### src/rtl/vault_share_pkg.sv
// vault_share_pkg: constants shared by the share transmitter slice.
// Holds the sync byte, the frame length, the frame FSM encoding and the
// bit-phase encoding of the byte serializer.
// The frame is 5 bytes, or 6 bytes when VAULT_SHARE_CHECKSUM_EN is defined.
package vault_share_pkg;

    localparam logic [7:0] SYNC_BYTE = 8'hA5;

`ifdef VAULT_SHARE_CHECKSUM_EN
    localparam int FRAME_LEN = 6;
`else
    localparam int FRAME_LEN = 5;
`endif

    localparam logic [2:0] S_IDLE  = 3'd0;
    localparam logic [2:0] S_LOAD  = 3'd1;
    localparam logic [2:0] S_START = 3'd2;
    localparam logic [2:0] S_DATA  = 3'd3;
    localparam logic [2:0] S_STOP  = 3'd4;
    localparam logic [2:0] S_NEXT  = 3'd5;

    typedef enum logic [1:0] {PH_IDLE, PH_START, PH_DATA, PH_STOP} tx_phase_e;

    // Nonce bytes go out most significant first; k = 1..4.
    function automatic logic [7:0] nonce_byte(input logic [31:0] n, input logic [2:0] k);
        return k == 3'd1 ? n[31:24] : k == 3'd2 ? n[23:16] : k == 3'd3 ? n[15:8] : n[7:0];
    endfunction

`ifdef VAULT_SHARE_CHECKSUM_EN
    function automatic logic [7:0] nonce_xor(input logic [31:0] n);
        return n[31:24] ^ n[23:16] ^ n[15:8] ^ n[7:0];
    endfunction
`endif

endpackage

### src/rtl/vault_share_if.sv
// vault_share_if: share handshake from the mining core.
// Ports: share_valid (found-nonce event), share_nonce (golden nonce),
// share_ready (queue not full). master = mining core, slave = transmitter.
interface vault_share_if;
    logic        share_valid;
    logic [31:0] share_nonce;
    logic        share_ready;
    modport master (output share_valid, output share_nonce, input share_ready);
    modport slave  (input share_valid, input share_nonce, output share_ready);
endinterface

### src/rtl/vault_uart_tx_byte.sv
// vault_uart_tx_byte: 8N1 byte serializer with bit timing.
// Ports: clk, rst_n (async, active-low); start/din hand over a byte;
// txd is the serial line; phase reports the bit phase in progress;
// data_done flags the last cycle of data bit 7.
// A start seen during a stop bit is held and begins right after that stop
// bit ends, so the frame FSM can queue the next byte without a line gap.
module vault_uart_tx_byte
    import vault_share_pkg::*;
#(
    parameter int CLKS_PER_BIT = 868
) (
    input  logic       clk,
    input  logic       rst_n,
    input  logic       start,
    input  logic [7:0] din,
    output logic       txd,
    output tx_phase_e  phase,
    output logic       data_done
);

    logic [15:0] cnt;
    logic [2:0]  idx;
    logic [7:0]  sh;
    logic [7:0]  pbuf;
    logic        pend;
    logic        bit_end;
    logic        go;
    logic [7:0]  nb;

    assign bit_end   = cnt == 16'(CLKS_PER_BIT - 1);
    assign go        = pend | start;
    assign nb        = pend ? pbuf : din;
    assign data_done = phase == PH_DATA && bit_end && idx == 3'd7;

    always_ff @(posedge clk or negedge rst_n) begin
        if (!rst_n) begin
            phase <= PH_IDLE;
            cnt   <= '0;
            idx   <= '0;
            sh    <= '0;
            pbuf  <= '0;
            pend  <= 1'b0;
            txd   <= 1'b1;
        end else begin
            cnt <= (phase == PH_IDLE || bit_end) ? '0 : cnt + 16'd1;
            case (phase)
                PH_IDLE: if (start) begin
                    phase <= PH_START;
                    sh    <= din;
                    txd   <= 1'b0;
                end
                PH_START: if (bit_end) begin
                    phase <= PH_DATA;
                    txd   <= sh[0];
                end
                PH_DATA: if (bit_end) begin
                    idx   <= idx + 3'd1;
                    sh    <= sh >> 1;
                    txd   <= idx == 3'd7 ? 1'b1 : sh[1];
                    phase <= idx == 3'd7 ? PH_STOP : PH_DATA;
                end
                PH_STOP: if (bit_end) begin
                    phase <= go ? PH_START : PH_IDLE;
                    sh    <= nb;
                    txd   <= !go;
                    pend  <= 1'b0;
                end else if (start) begin
                    pend <= 1'b1;
                    pbuf <= din;
                end
            endcase
        end
    end

endmodule

### src/rtl/vault_share_tx.sv
// vault_share_tx: queues found nonces and sends each as a UART frame
// (sync 0xA5, nonce bytes MSB first, optional XOR checksum byte).
// Ports: clk, rst_n (async, active-low); share (vault_share_if.slave);
// uart_txd serial line (idles high); busy (frame on line or queue
// non-empty); drop_count (saturating count of refused share cycles).
// Macro VAULT_SHARE_CHECKSUM_EN appends the XOR checksum byte.
module vault_share_tx
    import vault_share_pkg::*;
#(
    parameter int CLKS_PER_BIT = 868,
    parameter int FIFO_DEPTH   = 4
) (
    input  logic                clk,
    input  logic                rst_n,
    vault_share_if.slave        share,
    output logic                uart_txd,
    output logic                busy,
    output logic [15:0]         drop_count
);

    localparam int AW = $clog2(FIFO_DEPTH);
    localparam logic [AW:0] FULL_CNT = (AW + 1)'(FIFO_DEPTH);

    logic [31:0]   mem [FIFO_DEPTH];
    logic [AW-1:0] wp;
    logic [AW-1:0] rp;
    logic [AW:0]   cnt;
    logic          full;
    logic          push;
    logic          pop;
    logic [2:0]    st;
    logic [2:0]    st_nxt;
    logic [2:0]    bsel;
    logic [31:0]   nonce_q;
    logic [7:0]    frame_byte;
    logic          tx_start;
    logic [7:0]    tx_byte;
    tx_phase_e     phase;
    logic          data_done;

    assign full              = cnt == FULL_CNT;
    assign push              = share.share_valid && !full;
    assign pop               = st == S_LOAD;
    assign share.share_ready = !full;
    assign busy              = phase != PH_IDLE || st != S_IDLE || cnt != '0;

`ifdef VAULT_SHARE_CHECKSUM_EN
    assign frame_byte = bsel == 3'd5 ? nonce_xor(nonce_q) : nonce_byte(nonce_q, bsel);
`else
    assign frame_byte = nonce_byte(nonce_q, bsel);
`endif

    // The serializer holds a byte handed over during its stop bit, so STOP,
    // NEXT, IDLE and LOAD all fit inside one stop bit and the line never idles
    // between bytes or between queued frames.
    always_comb begin
        st_nxt   = st;
        tx_start = 1'b0;
        tx_byte  = SYNC_BYTE;
        case (st)
            S_IDLE:  st_nxt = cnt != '0 ? S_LOAD : S_IDLE;
            S_LOAD: begin
                tx_start = 1'b1;
                st_nxt   = S_START;
            end
            S_START: st_nxt = phase == PH_DATA ? S_DATA : S_START;
            S_DATA:  st_nxt = data_done ? S_STOP : S_DATA;
            S_STOP:  st_nxt = S_NEXT;
            S_NEXT: begin
                tx_start = bsel != 3'(FRAME_LEN);
                tx_byte  = frame_byte;
                st_nxt   = tx_start ? S_START : S_IDLE;
            end
            default: st_nxt = S_IDLE;
        endcase
    end

    always_ff @(posedge clk) begin
        if (push)
            mem[wp] <= share.share_nonce;
    end

    always_ff @(posedge clk or negedge rst_n) begin
        if (!rst_n) begin
            st         <= S_IDLE;
            bsel       <= '0;
            nonce_q    <= '0;
            cnt        <= '0;
            wp         <= '0;
            rp         <= '0;
            drop_count <= '0;
        end else begin
            st  <= st_nxt;
            cnt <= cnt + (AW + 1)'(push) - (AW + 1)'(pop);
            wp  <= wp + AW'(push);
            rp  <= rp + AW'(pop);
            if (pop) begin
                nonce_q <= mem[rp];
                bsel    <= 3'd1;
            end else if (st == S_NEXT && tx_start) begin
                bsel <= bsel + 3'd1;
            end
            if (share.share_valid && full && drop_count != 16'hFFFF)
                drop_count <= drop_count + 16'd1;
        end
    end

    vault_uart_tx_byte #(.CLKS_PER_BIT(CLKS_PER_BIT)) u_tx (
        .clk       (clk),
        .rst_n     (rst_n),
        .start     (tx_start),
        .din       (tx_byte),
        .txd       (uart_txd),
        .phase     (phase),
        .data_done (data_done)
    );

endmodule

### src/flat_wrapper.sv
// flat-port wrapper written by rule: the top's interface ports become plain ports
module vault_share_tx_flat import vault_share_pkg::*;
#(
    parameter int CLKS_PER_BIT = 868,
    parameter int FIFO_DEPTH   = 4
)
  (clk, rst_n, uart_txd, busy, drop_count, share_share_valid, share_share_nonce, share_share_ready);
  vault_share_if share_i ();
  input  logic clk;
  input  logic rst_n;
  output logic uart_txd;
  output logic busy;
  output logic [15:0] drop_count;
  input wire logic [$bits(share_i.share_valid)-1:0] share_share_valid;
  input wire logic [$bits(share_i.share_nonce)-1:0] share_share_nonce;
  output wire logic [$bits(share_i.share_ready)-1:0] share_share_ready;
  assign share_i.share_valid = share_share_valid;
  assign share_i.share_nonce = share_share_nonce;
  assign share_share_ready = share_i.share_ready;
  vault_share_tx #(.CLKS_PER_BIT(CLKS_PER_BIT), .FIFO_DEPTH(FIFO_DEPTH)) u_core (.clk(clk), .rst_n(rst_n), .share(share_i), .uart_txd(uart_txd), .busy(busy), .drop_count(drop_count));
endmodule
### config.mk
export PLATFORM = sky130hd
export DESIGN_NAME = vault_share_tx_flat
export DESIGN_NICKNAME = d
export VERILOG_FILES = /design/src/rtl/vault_share_pkg.sv /design/src/rtl/vault_share_if.sv /design/src/rtl/vault_uart_tx_byte.sv /design/src/rtl/vault_share_tx.sv /design/src/flat_wrapper.sv
export SDC_FILE = /design/constraint.sdc
export NUM_CORES = 1
export LEC_CHECK = 0
export CAP_MARGIN = 20
export CORE_MARGIN = 2
export CORE_UTILIZATION = 50
export CTS_CLUSTER_DIAMETER = 60
export CTS_CLUSTER_SIZE = 12
export DETAILED_ROUTE_END_ITERATION = 8
export PLACE_DENSITY_LB_ADDON = 0.05
export RECOVER_POWER = 100
export SLEW_MARGIN = 20
export SYNTH_ARGS = -nofsm -noshare
export SYNTH_HDL_FRONTEND = slang
export SYNTH_SLANG_ARGS = --single-unit
### constraint.sdc
create_clock -name clk -period 4 [get_ports clk]
set_input_delay 0.8 -clock clk [delete_from_list [all_inputs] [get_ports clk]]
set_output_delay 0.8 -clock clk [all_outputs]
set_load 0.02 [all_outputs]
Word-level counts from Yosys, hierarchy flattened

Memory sizes are Yosys's and may differ from the RTL's. A register that Yosys moved wholly into a read port is not among the register bits.
Cells that the tools add are included.

Add/subtract/negate cells: 8
Eq/ne operators: 20
Multiplexer cells: 35
Bitwise logic cells: 2
Reduce and logical (&&, ||, !) cells: 25

Operators with widths:

| cell                                                                    | number |
|---|---|
| 8-bit 2-to-1 mux                                                        | 8 |
| 16-bit by 1-bit adder with 16-bit output, second input constant         | 2 |
| 8-bit one-hot mux with 3 select lines                                   | 1 |
| 3-bit one-hot mux with 6 select lines                                   | 1 |
| 16-bit by 10-bit equality test with 1-bit output, second input constant | 1 |
| 16-bit 2-to-1 mux                                                       | 1 |
| 16-bit inequality test, second input constant                           | 1 |
| 1-bit 2-to-1 mux                                                        | 13 |
| 3-bit by 2-bit equality test with 1-bit output, second input constant   | 4 |
| 3-bit equality test, second input constant                              | 4 |
| 2-bit 2-to-1 mux                                                        | 5 |
| 3-bit 2-to-1 mux                                                        | 3 |
| 3-bit nonzero test                                                      | 3 |
| 2-bit one-hot mux with 4 select lines                                   | 1 |
| 4-bit AND reduction                                                     | 2 |
| 3-bit by 1-bit adder with 3-bit output, second input constant           | 2 |
| 3-bit by 1-bit equality test with 1-bit output, second input constant   | 2 |
| 1-bit logical AND                                                       | 6 |
| 2-bit inequality test, second input constant                            | 3 |
| 2-bit nonzero test                                                      | 3 |
| 2-bit by 1-bit adder with 2-bit output                                  | 2 |
| 2-bit equality test, second input constant                              | 2 |
| 1-bit one-hot mux with 4 select lines                                   | 1 |
| 2-bit AND reduction                                                     | 2 |
| 13 further kinds                                                        | 17 |

Register bits after elaboration: 68
Bits in writable memories: 128
Bits of input ports: 35
Output and inout port bits: 19
Memories kept: 1

Memories:

| name       | words | bits a word | rd ports | clocked after memory_dff | write ports | RTL line             | source |
|---|---|---|---|---|---|---|---|
| u_core.mem | 4     | 32          | 1        | 1                        | 1           | vault_share_tx.sv:24 | `logic [31:0] mem [FIFO_DEPTH];` |

Logic depth before layout (Yosys ltp)

Depth after elaboration: 8
Mapped depth: 9
Mapped depth without buffers: 8

By module

From an unflattened synthesis, not the netlist that was laid out.

Cell total of the unflattened synthesis: 607
Area, all modules: 9,674.3 µm²

Modules (own cells, without submodules):

| module             | times used | cells an instance | area each (µm²) |
|---|---|---|---|
| vault_share_tx     | 1          | 427               | 7,631.1 |
| vault_uart_tx_byte | 1          | 180               | 2,043.2 |

Least setup slack after synthesis

No wires, ideal clock.

Path type: input -> register
Start: in share_share_valid
End: mem u_core.mem[1][0], enable pin
Library setup time: 0.468 ns
Data arrival time: 3.281 ns
Setup slack: 0.251 ns
Stages: 2
Path buffers: 0
Cell sequence: nand2_1 nor3b_1

Longest elaborated chain between the ends: 3

Ends and longest elaborated chain:

| element                                | RTL line             | source |
|---|---|---|
| start, declared                        | flat_wrapper.sv:14   | `input wire logic [$bits(share_i.share_valid)-1:0] share_share_valid;` |
| 1-bit logical AND                      | vault_share_tx.sv:42 | `assign push = share.share_valid && !full;` |
| 1-bit 2-to-1 mux                       | vault_share_tx.sv:79 | `if (push)` |
| 1-bit 2-to-1 mux (not written as such) | vault_share_tx.sv:80 | `mem[wp] <= share.share_nonce;` |
| end, declared                          | vault_share_tx.sv:24 |  |

No other way between the ends.

Worst setup path after layout

Start: in share_share_valid
End: mem u_core.mem[3][28], enable pin

The elaborated chain is that of the path after synthesis.

==> run_results.csv <==
group,metric,value,unit
power_and_ir_drop,p_int,0.00524,W
routing,vias,5266,
synth,synth_seq_cells,228,
worst_setup_path,timing.rr.start,"u_core.cnt[2]",
clock_network,post_cts_buffers,0,
routing,detail-route-antenna-nets,0,
floorplan,dieArea,20300,um2
clock_network,cts.sinks,228,
placed_design,detailed_place_hpwl,11200,um
worst_setup_path,cp_top_family,"buffers and inverters",
timing,tightestPinTransition,2.62,ns
clock_network,cts_buffers,23,
timing,fmax,0.307,GHz
timing,finalSetupTns,0,ns
floorplan,core_area,18800,um2
synth,ys_types,53,
clock_network,clockBufferDepth,3,
min_path,hold_start,"u_core.u_tx.txd",
clock_network,cts.clk_slew.worst_paths,0.06,ns
grt,grt_pass1_vias,5428,
timing,hold_slack,0.469,ns
power_and_ir_drop,peakVddDrop,0.374,mV
timing,slew_headroom,-74.8,%
floorplan,rows,50,
synth,dominantRegCellSynth,"edfxtp_1",
power_and_ir_drop,seq_power_share,47.7,%
timing,fin_crit_sh,81.4,%
grt,grt-ovfl-total,0,
worst_setup_path,slowest_delay,1.54,ns
timing,rsz0062_at_grt,"no",
timing,maxSlewViolCount,147,
timing,min_period,3.26,ns
clock_network,clk_latency,0.51,ns
grt,grt_pass1_wl,28700,um
synth,syn_area,9600,um2
power_and_ir_drop,pwr-share-comb,26.2,%
routing,wirelength,17700,um
clock_network,cts-resized-gates,0,
worst_setup_path,cp-endpoint,"u_core.mem[3][28]",
status,violations,"capacitance limit, slew limit",
grt,grt_max_degree,48,
floorplan,initial_core_util,51.1,%
timing,clock_skew,0.0149,ns
worst_setup_path,crit_chain,"dlygate4sd3_1, nand2_1, inv_1, and3_1, clkbuf_1",
synth,synthTopCellsByArea,"edfxtp_1, dfrtp_1, mux4_2",
timing,setup_viol_count_final,0,
routing,drc,0,
grt,antenna_found_initial,0,
power_and_ir_drop,leakage,4.14,nW
worst_setup_path,arrival,3.35,ns
routing,via_per_inst,5.63,
status,status,"finished with violations",
power_and_ir_drop,power.switching,0.00228,W
synth,async_reset_ff_share,43.9,%
floorplan,chipWidth,143,um
synth,yosysTopAreaCellShare,40.1,%
power_and_ir_drop,p_sw_share,30.4,%
layout,n_antenna_cell,0,
floorplan,ios,54,
timing,final_hold_viol_count,0,
worst_setup_path,worstSetupPathDepth,5,
synth,yosysMostFrequentCell,"edfxtp_1",
job,drv_cap,4,
layout,syn2layout_area_growth,14.7,%
placed_design,routabilityCongestion,0.804,
clock_network,cts_tree,"built",
grt,grt_use_total,18.1,%
worst_setup_path,timing.critical_path.buf_inv,3,
synth,synth_common_cells,"edfxtp_1, dfrtp_1, mux2_2, nor2_1, nand2_1",
worst_setup_path,cpMaxStageDelayCell,"clkbuf_1",
worst_setup_path,r2r-end,"u_core.mem[3][28]",
clock_network,clock-root-buffer,"clkbuf_16",
worst_setup_path,r2r_setup_slack,0.98,ns
synth,synth-edff-count,128,
worst_setup_path,crit_start,"share_share_valid",
synth,yosys_warnings,0,
worst_setup_path,critical_path_peak_fanout,32,
floorplan,die_height,143,um
layout,nNetsFinal,737,
routing,wire_per_inst,18.9,um
clock_network,hold_buffers,0,
power_and_ir_drop,power_density,684,nW/um2
clock_network,cts-htree-levels,1,
synth,synthCells,622,
min_path,hold_path.class,"register to register",
synth,syn-num-nets,675,
layout,layout-drive-gt1-share,17.3,%
worst_setup_path,worst-r2r-cell-count,6,
worst_setup_path,crit_type,"input pin to register",
placed_design,portBuffers,53,
worst_setup_path,worst_setup_path_start_kind,"input pin",
synth,synth_top_area_cell,"edfxtp_1",
worst_setup_path,required,4.09,ns
synth,synth_seq_area_share,66.1,%
synth,avgSynthCellArea,15.4,um2
worst_setup_path,crit_path_end_kind,"register",
layout,fin_util,58.6,%
power_and_ir_drop,clkPwrFrac,26.1,%
routing,drtPass1Iterations,4,
routing,first_iter_violations,277,
## worst min path at each step
stage | slack [ns] | end | cells after the start
2_1_floorplan | 0.44 | u_core.u_tx.pbuf[1] | 2
3_3_place_gp | 0.46 | u_core.u_tx.txd | 2
3_5_place_dp | 0.47 | u_core.u_tx.pbuf[4] | 2
4_1_cts | 0.32 | u_core.u_tx.cnt[7] | 1
5_1_grt | 0.49 | u_core.u_tx.txd | 2
6_report | 0.47 | u_core.u_tx.txd | 2
## power by group through the flow
| stage | combinational [W] | sequential, W | clock, W |
|---|---|---|---|
| 2_1_floorplan | 0.00164 | 0.00340 | 0 |
| 4_1_cts | 0.00207 | 0.00360 | 0.00202 |
| 5_1_grt | 0.00218 | 0.00367 | 0.00212 |
| 6_report | 0.00197 | 0.00359 | 0.00196 |
| 3_5_place_dp | 0.00206 | 0.00364 | 0 |
| 3_3_place_gp | 0.00201 | 0.00362 | 0 |
## registers in the layout (all words and copies together), names as in the netlist
name               count
u_core.mem           128
u_core.nonce_q        32
u_core.drop_count     16
u_core.u_tx.cnt       16
u_core.u_tx.pbuf       8
u_core.u_tx.sh         8
u_core.bsel            3
u_core.cnt             3
u_core.st              3
u_core.u_tx.idx        3
u_core.rp              2
u_core.u_tx.phase      2
u_core.wp              2
u_core.u_tx.pend       1
u_core.u_tx.txd        1
## through the flow
step / std cells / setup WS (ns) / instance area (um2) / total power [W]
2_1_floorplan: 622 / 0.251 / 9600 / 0.00504
3_3_place_gp: 893 / 1.42 / 10400 / 0.00563
3_5_place_dp: 893 / 1.41 / 10400 / 0.00570
4_1_cts: 935 / 1.04 / 11100 / 0.00769
5_1_grt: 935 / 0.522 / 11000 / 0.00797
6_report: 935 / 0.744 / 11000 / 0.00752
## tightest hold or removal path: stages, from the launching register on
cell	delay, ns
dfstp_2	0.36
nand2_1	0.04
o31ai_1	0.06
## metal layers
| layer | track usage [%] | part of all wire, % | vias to the layer above |
|---|---|---|---|
| met4 | 4.17 | 2.1 | 0 |
| met3 | 2.89 | 2.7 | 27 |
| met5 | 0 | 0 | - |
| li1 | - | - | 2468 |
| met1 | 24.8 | 46 | 2698 |
| met2 | 30.7 | 50 | 73 |
## cell usage in the layout (no fill, tap or decap), types with 16 or more instances in the layout
cell	instances
edfxtp_1	128
mux4_2	32
clkbuf_16	23
a21oi_1	17
nand2_1	33
clkbuf_1	20
xnor2_1	19
nand2b_1	16
ha_1	17
nor2_1	32
dfrtp_1	98
o21ai_0	20
inv_1	17
mux2_2	41
dlygate4sd3_1	52
## cell families (layout without fill, tap and decap cells)
logic type | after synthesis | after routing | share of synthesized area, %
buf+inv | 42 | 121 | 1.84
xor+xnor | 34 | 34 | 3.10
flops | 228 | 228 | 66.1
compound gates | 81 | 81 | 5.87
fa+ha+maj | 18 | 18 | 2.42
mux | 74 | 74 | 12.4
simple gates | 145 | 145 | 8.20
## final cells by class
class	count	area (um2)
sequential	228	6350
clock inverter	3	21.3
timing repair buffer	62	566
tap	234	293
inverter	17	63.8
multi-input combinational	352	3060
fill	1498	7760
clock buffer	39	656
Note: power is estimated with default switching activity, not from simulation.
